[src/rtl/i2c_reg_seq_if.sv]
`timescale 1ns/1ps
`default_nettype none
// ============================================================================
//  Module   : i2c_reg_seq_if
//  Brief    : Command bus between the register sequencer and a byte-level
//             I2C master engine.
//  Revision : 1.0
// ============================================================================
interface i2c_reg_seq_if;
  logic [2:0] m_cmd;        // START=000 WR=001 RD=010 STOP=011 RESTART=100
  logic [7:0] m_din;        // byte to send; for RD bit0 is the master ACK bit
  logic       m_wr;         // one-cycle command strobe
  logic       m_ready;      // engine can accept a command
  logic       m_done_tick;  // engine finished a WR/RD byte
  logic       m_ack;        // ACK bit of the last byte (0 = ACK)
  logic [7:0] m_dout;       // byte received by the engine

  // Sequencer side: issues commands, observes engine status.
  modport master (
    output m_cmd, m_din, m_wr,
    input  m_ready, m_done_tick, m_ack, m_dout
  );

  // Engine side: consumes commands, reports status.
  modport slave (
    input  m_cmd, m_din, m_wr,
    output m_ready, m_done_tick, m_ack, m_dout
  );
endinterface
`default_nettype wire

[src/rtl/i2c_reg_seq.sv]
`timescale 1ns/1ps
`default_nettype none
// ============================================================================
//  Module   : i2c_reg_seq
//  Brief    : Sequences one I2C register write or read as a list of byte-level
//             commands to an I2C master engine (START/WR/RESTART/RD/STOP).
//  Revision : 1.0
// ============================================================================
module i2c_reg_seq #(
  parameter bit STOP_ON_NACK = 1'b1   // 1: jump to STOP on slave NACK
) (
  input  wire logic        clk,
  input  wire logic        rst_n,
  input  wire logic        start,
  input  wire logic        rw,
  input  wire logic [6:0]  dev_addr,
  input  wire logic [7:0]  reg_addr,
  input  wire logic [7:0]  wdata,
  output logic             busy,
  output logic             done,
  output logic [7:0]       rdata,
  output logic             nack_err,
  i2c_reg_seq_if.master    m_bus
);

  localparam logic [2:0] ST_IDLE   = 3'd0;
  localparam logic [2:0] ST_ISSUE  = 3'd1;
  localparam logic [2:0] ST_SEND   = 3'd2;
  localparam logic [2:0] ST_SETTLE = 3'd3;
  localparam logic [2:0] ST_WAIT   = 3'd4;
  localparam logic [2:0] ST_FINISH = 3'd5;

  localparam logic [2:0] CMD_START   = 3'b000;
  localparam logic [2:0] CMD_WR      = 3'b001;
  localparam logic [2:0] CMD_RD      = 3'b010;
  localparam logic [2:0] CMD_STOP    = 3'b011;
  localparam logic [2:0] CMD_RESTART = 3'b100;

  // Index of the STOP step in each sequence; also the highest legal step.
  localparam logic [2:0] STEP_STOP_WR = 3'd4;
  localparam logic [2:0] STEP_STOP_RD = 3'd6;

  logic [2:0] state_q, state_d;
  logic [2:0] step_q, step_d;
  logic       rw_q, rw_d;
  logic [6:0] dev_q, dev_d;
  logic [7:0] reg_q, reg_d;
  logic [7:0] wdata_q, wdata_d;
  logic       busy_q, busy_d;
  logic       done_q, done_d;
  logic [7:0] rdata_q, rdata_d;
  logic       nack_q, nack_d;
  logic [2:0] m_cmd_q, m_cmd_d;
  logic [7:0] m_din_q, m_din_d;
  logic       m_wr_q, m_wr_d;
  logic       tick_seen_q, tick_seen_d;
  logic       abort_q, abort_d;

  // Command and data byte for a given step. Any step outside the sequence
  // decodes to STOP so a corrupted counter can only end the transaction.
  function automatic logic [10:0] step_decode(
    input logic       is_rd,
    input logic [2:0] step,
    input logic [6:0] dev,
    input logic [7:0] ra,
    input logic [7:0] wd
  );
    logic [10:0] r;
    r = {CMD_STOP, 8'h00};
    if (!is_rd) begin
      case (step)
        3'd0:    r = {CMD_START, 8'h00};
        3'd1:    r = {CMD_WR, dev, 1'b0};
        3'd2:    r = {CMD_WR, ra};
        3'd3:    r = {CMD_WR, wd};
        default: r = {CMD_STOP, 8'h00};
      endcase
    end else begin
      case (step)
        3'd0:    r = {CMD_START, 8'h00};
        3'd1:    r = {CMD_WR, dev, 1'b0};
        3'd2:    r = {CMD_WR, ra};
        3'd3:    r = {CMD_RESTART, 8'h00};
        3'd4:    r = {CMD_WR, dev, 1'b1};
        3'd5:    r = {CMD_RD, 8'h01};   // single byte read, master NACKs it
        default: r = {CMD_STOP, 8'h00};
      endcase
    end
    return r;
  endfunction

  // WAIT qualifiers: byte commands need a done tick (now or earlier) plus
  // m_ready; bus-condition commands need only m_ready.
  logic       is_byte;
  logic       first_tick;
  logic       advance;
  logic       abort_now;
  logic [2:0] stop_step;

  assign is_byte    = (m_cmd_q == CMD_WR) || (m_cmd_q == CMD_RD);
  assign first_tick = is_byte && m_bus.m_done_tick && !tick_seen_q;
  assign advance    = m_bus.m_ready && (!is_byte || tick_seen_q || m_bus.m_done_tick);
  assign abort_now  = STOP_ON_NACK && first_tick && (m_cmd_q == CMD_WR) && m_bus.m_ack;
  assign stop_step  = rw_q ? STEP_STOP_RD : STEP_STOP_WR;

  // State register and all registered outputs.
  always_ff @(posedge clk or negedge rst_n) begin
    if (!rst_n) begin
      state_q     <= ST_IDLE;
      step_q      <= 3'd0;
      rw_q        <= 1'b0;
      dev_q       <= 7'd0;
      reg_q       <= 8'd0;
      wdata_q     <= 8'd0;
      busy_q      <= 1'b0;
      done_q      <= 1'b0;
      rdata_q     <= 8'd0;
      nack_q      <= 1'b0;
      m_cmd_q     <= CMD_START;
      m_din_q     <= 8'd0;
      m_wr_q      <= 1'b0;
      tick_seen_q <= 1'b0;
      abort_q     <= 1'b0;
    end else begin
      state_q     <= state_d;
      step_q      <= step_d;
      rw_q        <= rw_d;
      dev_q       <= dev_d;
      reg_q       <= reg_d;
      wdata_q     <= wdata_d;
      busy_q      <= busy_d;
      done_q      <= done_d;
      rdata_q     <= rdata_d;
      nack_q      <= nack_d;
      m_cmd_q     <= m_cmd_d;
      m_din_q     <= m_din_d;
      m_wr_q      <= m_wr_d;
      tick_seen_q <= tick_seen_d;
      abort_q     <= abort_d;
    end
  end

  // Next-state logic.
  always_comb begin
    state_d = state_q;
    case (state_q)
      ST_IDLE:   if (start) state_d = ST_ISSUE;
      ST_ISSUE:  if (m_bus.m_ready) state_d = ST_SEND;
      ST_SEND:   state_d = ST_SETTLE;
      ST_SETTLE: state_d = ST_WAIT;
      ST_WAIT:   if (advance) state_d = (m_cmd_q == CMD_STOP) ? ST_FINISH : ST_ISSUE;
      ST_FINISH: state_d = ST_IDLE;
      default:   state_d = ST_IDLE;
    endcase
  end

  // Datapath and output register updates for each state.
  always_comb begin
    step_d      = step_q;
    rw_d        = rw_q;
    dev_d       = dev_q;
    reg_d       = reg_q;
    wdata_d     = wdata_q;
    busy_d      = busy_q;
    done_d      = 1'b0;
    rdata_d     = rdata_q;
    nack_d      = nack_q;
    m_cmd_d     = m_cmd_q;
    m_din_d     = m_din_q;
    m_wr_d      = 1'b0;
    tick_seen_d = tick_seen_q;
    abort_d     = abort_q;
    case (state_q)
      ST_IDLE: begin
        if (start) begin
          rw_d    = rw;
          dev_d   = dev_addr;
          reg_d   = reg_addr;
          wdata_d = wdata;
          nack_d  = 1'b0;
          step_d  = 3'd0;
          abort_d = 1'b0;
          busy_d  = 1'b1;
        end
      end
      ST_ISSUE: begin
        if (m_bus.m_ready) begin
          {m_cmd_d, m_din_d} = step_decode(rw_q, step_q, dev_q, reg_q, wdata_q);
          m_wr_d             = 1'b1;
        end
      end
      ST_SETTLE: begin
        // Ticks from an earlier byte must not satisfy this one.
        tick_seen_d = 1'b0;
      end
      ST_WAIT: begin
        if (first_tick) begin
          tick_seen_d = 1'b1;
          if (m_cmd_q == CMD_WR && m_bus.m_ack) begin
            nack_d = 1'b1;
            if (STOP_ON_NACK) abort_d = 1'b1;
          end
          if (m_cmd_q == CMD_RD) rdata_d = m_bus.m_dout;
        end
        if (advance) begin
          if (m_cmd_q == CMD_STOP)
            done_d = 1'b1;
          else if (abort_q || abort_now || step_q >= stop_step)
            step_d = stop_step;
          else
            step_d = step_q + 3'd1;
        end
      end
      ST_FINISH: begin
        busy_d = 1'b0;
      end
      default: ;
    endcase
  end

  assign busy        = busy_q;
  assign done        = done_q;
  assign rdata       = rdata_q;
  assign nack_err    = nack_q;
  assign m_bus.m_cmd = m_cmd_q;
  assign m_bus.m_din = m_din_q;
  assign m_bus.m_wr  = m_wr_q;

endmodule
`default_nettype wire

[src/flat_wrapper.sv]
// flat-port wrapper written by rule: the top's interface ports become plain ports
module i2c_reg_seq_flat 
#(
  parameter bit STOP_ON_NACK = 1'b1                                   
)
  (clk, rst_n, start, rw, dev_addr, reg_addr, wdata, busy, done, rdata, nack_err, m_bus_m_cmd, m_bus_m_din, m_bus_m_wr, m_bus_m_ready, m_bus_m_done_tick, m_bus_m_ack, m_bus_m_dout);
  i2c_reg_seq_if m_bus_i ();
  input  wire logic clk;
  input  wire logic rst_n;
  input  wire logic start;
  input  wire logic rw;
  input  wire logic [6:0] dev_addr;
  input  wire logic [7:0] reg_addr;
  input  wire logic [7:0] wdata;
  output logic busy;
  output logic done;
  output logic [7:0] rdata;
  output logic nack_err;
  output wire logic [$bits(m_bus_i.m_cmd)-1:0] m_bus_m_cmd;
  output wire logic [$bits(m_bus_i.m_din)-1:0] m_bus_m_din;
  output wire logic [$bits(m_bus_i.m_wr)-1:0] m_bus_m_wr;
  input wire logic [$bits(m_bus_i.m_ready)-1:0] m_bus_m_ready;
  input wire logic [$bits(m_bus_i.m_done_tick)-1:0] m_bus_m_done_tick;
  input wire logic [$bits(m_bus_i.m_ack)-1:0] m_bus_m_ack;
  input wire logic [$bits(m_bus_i.m_dout)-1:0] m_bus_m_dout;
  assign m_bus_m_cmd = m_bus_i.m_cmd;
  assign m_bus_m_din = m_bus_i.m_din;
  assign m_bus_m_wr = m_bus_i.m_wr;
  assign m_bus_i.m_ready = m_bus_m_ready;
  assign m_bus_i.m_done_tick = m_bus_m_done_tick;
  assign m_bus_i.m_ack = m_bus_m_ack;
  assign m_bus_i.m_dout = m_bus_m_dout;
  i2c_reg_seq #(.STOP_ON_NACK(STOP_ON_NACK)) u_core (.clk(clk), .rst_n(rst_n), .start(start), .rw(rw), .dev_addr(dev_addr), .reg_addr(reg_addr), .wdata(wdata), .busy(busy), .done(done), .rdata(rdata), .nack_err(nack_err), .m_bus(m_bus_i));
endmodule
[config.mk]
export PLATFORM = sky130hd
export DESIGN_NAME = i2c_reg_seq_flat
export DESIGN_NICKNAME = d
export VERILOG_FILES = /design/src/rtl/i2c_reg_seq_if.sv /design/src/rtl/i2c_reg_seq.sv /design/src/flat_wrapper.sv
export SDC_FILE = /design/constraint.sdc
export NUM_CORES = 1
export LEC_CHECK = 0
export ABC_AREA = 1
export BUFFER_PORTS_ARGS = -buffer_cell sky130_fd_sc_hd__buf_2
export CORE_UTILIZATION = 54
export DETAILED_ROUTE_END_ITERATION = 8
export GPL_TIMING_DRIVEN = 0
export MAX_ROUTING_LAYER = met4
export PLACE_DENSITY_LB_ADDON = 0.12
export SLEW_MARGIN = 25
export SYNTH_ARGS = -nofsm -noshare
export SYNTH_HDL_FRONTEND = slang
export SYNTH_SLANG_ARGS = --single-unit
[constraint.sdc]
create_clock -name clk -period 1.9 [get_ports clk]
set_input_delay 0.475 -clock clk [delete_from_list [all_inputs] [get_ports clk]]
set_output_delay 0.475 -clock clk [all_outputs]
set_load 0.02 [all_outputs]
## After elaboration in Yosys (flattened, before gate mapping)

Index checks and enable logic that the tools add are counted.

| cells by class | value |
|---|---|
| $add $sub $neg | 1 |
| reductions and logical operators | 26 |
| eq/ne operators | 19 |
| order comparisons | 1 |
| multiplexer cells | 27 |

Operators with widths:

| kind | count |
|---|---|
| $pmux 11 s6 | 1 |
| $pmux 10 s4 | 1 |
| $mux 3 | 8 |
| $eq 3x2->1 const B | 6 |
| $pmux 3 s5 | 1 |
| $eq 3x3->1 const B | 4 |
| $mux 11 | 1 |
| $mux 1 | 10 |
| $eq 3x1->1 const B | 3 |
| $reduce_and 2->1 | 4 |
| $reduce_and 4->1 | 2 |
| $logic_and 1x1->1 | 6 |
| $logic_not 3->1 | 2 |
| $ne 2x1->1 const B | 3 |
| $ne 2x2->1 const B | 3 |
| $pmux 1 s2 | 3 |
| $pmux 3 s2 | 1 |
| $reduce_and 3->1 | 2 |
| $reduce_bool 2->1 | 3 |
| $logic_or 1x1->1 | 5 |
| $add 3x1->3 const B | 1 |
| $ge 3x3->1 | 1 |
| $logic_not 1->1 | 2 |
| $mux 2 | 1 |

| word-level totals | value |
|---|---|
| logic and storage cells | 88 |
| output and inout bits | 23 |
| register bits after elaboration | 54 |

## Depth between registers and ports, before layout

| logic depth | value |
|---|---|
| depth after elaboration | 12 |
| mapped depth | 10 |
| mapped depth without buffers | 10 |

## Least setup slack after synthesis

No wires, ideal clock.

| path | value |
|---|---|
| path type | reg-to-reg |
| from | reg u_core.step_q[0] |
| to | reg u_core.m_cmd_q[0] (netlist: u_core.m_bus.m_cmd[0]) |
| data arrival time | 1.388 ns |
| clock period less this slack | 1.471 ns |
| stages on the path, launching flop included | 11 |
| buffers on the path | 1 |
| path slack | 0.429 ns |
| cells stage by stage | dfrtp_1 > ha_1 > ha_1 > buf_2 > inv_1 > nand4_1 > nor2_1 > nor2_1 > nand2_1 > nand2_1 > o21ai_0 |

| between the ends | value |
|---|---|
| word-level cells in the longest chain between the ends | 3 |

RTL lines:

| item | line | RTL |
|---|---|---|
| start, declared | i2c_reg_seq.sv:44 | `logic [2:0] step_q, step_d;` |
| start signal, assigned | i2c_reg_seq.sv:126 | `step_q <= step_d;` |
| $eq 3x3->1, or another cell as far along | i2c_reg_seq.sv:79 | `case (step)` |
| $pmux 11 s6 or $pmux 10 s4 (tied branches) | i2c_reg_seq.sv:79, i2c_reg_seq.sv:71 |  |
| $mux 11 (*) | i2c_reg_seq.sv:70 | `if (!is_rd) begin` |
| end signal, assigned | i2c_reg_seq.sv:135 | `m_cmd_q <= m_cmd_d;` |
| end, declared | i2c_reg_seq.sv:53 | `logic [2:0] m_cmd_q, m_cmd_d;` |

Mark *: on every way between the ends. The rest lies on a longest branch, timed or not.
A chain may end at the register's enable or synchronous reset.

## Worst setup path in the final report

Ends and elaborated chain as after synthesis.

==> metrics.csv <==
metric;value;unit
status;finished clean;
synth_edf_count;0;
multi_input_area;1180;sq um
p_int;2520;uW
drc_errors;0;
routed_wl;6.06;mm
io_pins;61;
io_buffer_count;60;
timing_hold_violations_final;0;
final_cell_count_no_fill;481;
avgSynthCellArea;7.79;sq um
fp-row-count;25;
cts_buffers;5;
setup_tns;0;ns
vias;2381;
postCtsHoldBufs;0;
crit_start;u_core.step_q[0];
cp.arrival;1.92;ns
seq_area;1350;sq um
postRouteAntennaNets;0;
yosysWarnings;0;
hpwl;4.32;mm
gp_congestion;0.852;
ys_seq_area_share;50.0;%
first_pass_iters;4;
syn_to_final_growth;17.2;%
synth_top_area_share;50.0;%
reg2reg_depth;10;
max_slew_margin;55.3;%
seqPwrFrac;42.3;%
setup_viol;0;
critPathLaunchType;flip-flop;
cap_violations;0;
start_util;56.8;%
rsz0062_at_grt;no;
fmax;0.583;GHz
r2r_start;u_core.step_q[0];
die_height;72.7;um
min_period_over_period;90.3;%
fill_cells;460;
path_class;reg2reg;
drt_iter0_markers;109;
path_clk_slew;0.09;ns
htree_levels;2;
reg2reg_slack;0.18;ns
grt_max_degree;55;
cts_resized;0;
yosysUniqueCellTypes;22;
cts_setup_buffers;0;
cts-root-buf;clkbuf_8;
core-area;4750;sq um
diodes;0;
antenna_found_initial;0;
period_minus_slack;1.72;ns
track_usage;26.3;%
p_sw;1970;uW
cts.sinks;54;
grt_pass1_vias;2297;
drive_gt1_share;21.5;%
avgViaCountPerCell;4.95;
clock_latency;0.31;ns
post_drt_wl_per_cell;12.6;um
grt_pass1_wl;10.1;mm
holdWs;0.191;ns
placed_cells;474;
cp_max_fo;10;
yosys-top-cells-area;dfrtp_1 50%, nand2_1 20%, o21ai_0 5.6%, inv_1 3.8%, a21oi_1 3.3%;
yosysMostFrequentCell;nand2_1;
ys_seq_elements;54;
nets;458;
switching_share;43.9;%
p_comb_share;44.2;%
powerDensity;1420;nW/um^2
netlist_area;2700;sq um
overflow;0;
synthCells;347;
end_kind;flip-flop;
worst_hold_path_type;in2async;
critPathCapture;u_core.m_bus.m_cmd[0];
clkPwrFrac;13.5;%
die_x;72.7;um
dieArea;5290;sq um
clock_tree.buffer_depth;2;
async_reset_ff_share;100;%
cts_tree;built;
synth_commonest_cells;142 x nand2_1, 54 x dfrtp_1, 30 x o21ai_0, 27 x inv_1, 24 x nor2_1;
p_leak;0.00184;uW
regToRegEndpoint;u_core.m_bus.m_cmd[0];
finalMaxSlewViolations;0;
skew;0.00707;ns
ir_worst_vdd;0.861;mV
yosysTopAreaCell;dfrtp_1;
worst_slew_pin_slew;0.670;ns
synth.net_count;391;
ys.flop_type;dfrtp_1;
cp.required;2.10;ns
[metrics by stage]
stage                     util, %  worst slack [ns]  instance area, sq um  power (uW)
after CTS                    66.6             0.212                  3170        4520
after global placement       64.9             0.270                  3090        3830
after floorplan                 -             0.429                  2700        3290
after detailed placement     65.0             0.232                  3090        3900
after global routing         66.6            0.0371                  3170        4850
final                        66.6             0.184                  3170        4490
[flip-flops by register name, indices dropped and copies added (netlist names)]
name,count
u_core.busy,1
u_core.tick_seen_q,1
u_core.m_bus.m_cmd,3
u_core.m_bus.m_din,8
u_core.m_bus.m_wr,1
u_core.rw_q,1
u_core.wdata_q,8
u_core.nack_err,1
u_core.step_q,3
u_core.done,1
u_core.dev_q,7
u_core.rdata,8
u_core.state_q,3
u_core.reg_q,8
[cells by family after synthesis]
logic type | after synthesis | synth area share (%)
AO/OA/AOI/OAI | 50 | 9.82
adder cells (fa/ha/maj) | 6 | 2.78
buffers and inverters | 42 | 6.30
flip-flops | 54 | 50.0
AND/OR/NAND/NOR | 195 | 31.1
[layout make-up]
type	count	area share (%)
buffer	10	1.58
tap	67	2.65
clock buffer	5	2.17
multi-input combinational	251	37.3
inverter	32	3.79
clock inverter	2	0.316
sequential	54	42.7
timing repair buffer	60	9.56
[per-layer routing]
layer / GRT usage (%) / wire (um)
met5: - / 0
met4: 11.3 / 85
met3: 4.97 / 267
met2: 43.6 / 2910
met1: 31.6 / 2800
[power by group through the flow]
stage | Combinational [uW] | Clock [uW] | Sequential (uW)
3_5_place_dp | 1990 | 0 | 1910
2_1_floorplan | 1210 | 0 | 2080
3_3_place_gp | 1930 | 0 | 1900
4_1_cts | 2000 | 627 | 1900
6_report | 1980 | 608 | 1900
5_1_grt | 2230 | 668 | 1950
[placed cells by master, fill, tap and decap left out]
| master | instances |
|---|---|
| nand3_1 | 13 |
| a41oi_2 | 1 |
| o21ai_0 | 30 |
| ha_1 | 6 |
| nand3b_1 | 2 |
| inv_1 | 27 |
| nand3_4 | 1 |
| nor2_2 | 1 |
| nor3_1 | 3 |
| clkinv_2 | 2 |
| buf_4 | 2 |
| nand2_2 | 2 |
| nand4_4 | 1 |
| nand4_1 | 4 |
| buf_2 | 66 |
| o21ai_2 | 1 |
| a21oi_1 | 18 |
| clkbuf_8 | 5 |
| nor2_8 | 2 |
| nand2_1 | 142 |
| dfrtp_1 | 54 |
| inv_2 | 5 |
| nor2_1 | 24 |
| clkbuf_1 | 2 |
[critical path: stages, from the launching register on]
cell	delay [ns]
dfrtp_1	0.44
ha_1	0.17
ha_1	0.12
buf_2	0.24
inv_1	0.12
nand4_1	0.13
nor2_1	0.05
nor2_1	0.12
nand2_1	0.08
nand2_1	0.07
o21ai_0	0.07
[worst min path at each step]
| stage | from | endpoint |
|---|---|---|
| after floorplan | rst_n | u_core.busy |
| final | rst_n | u_core.rdata[4] |
| after CTS | rst_n | u_core.m_bus.m_din[0] |
| after global routing | rst_n | u_core.rdata[5] |
| after global placement | u_core.wdata_q[2] | u_core.wdata_q[2] |
| after detailed placement | u_core.wdata_q[2] | u_core.wdata_q[2] |
Power figures use the tool's default switching activity.
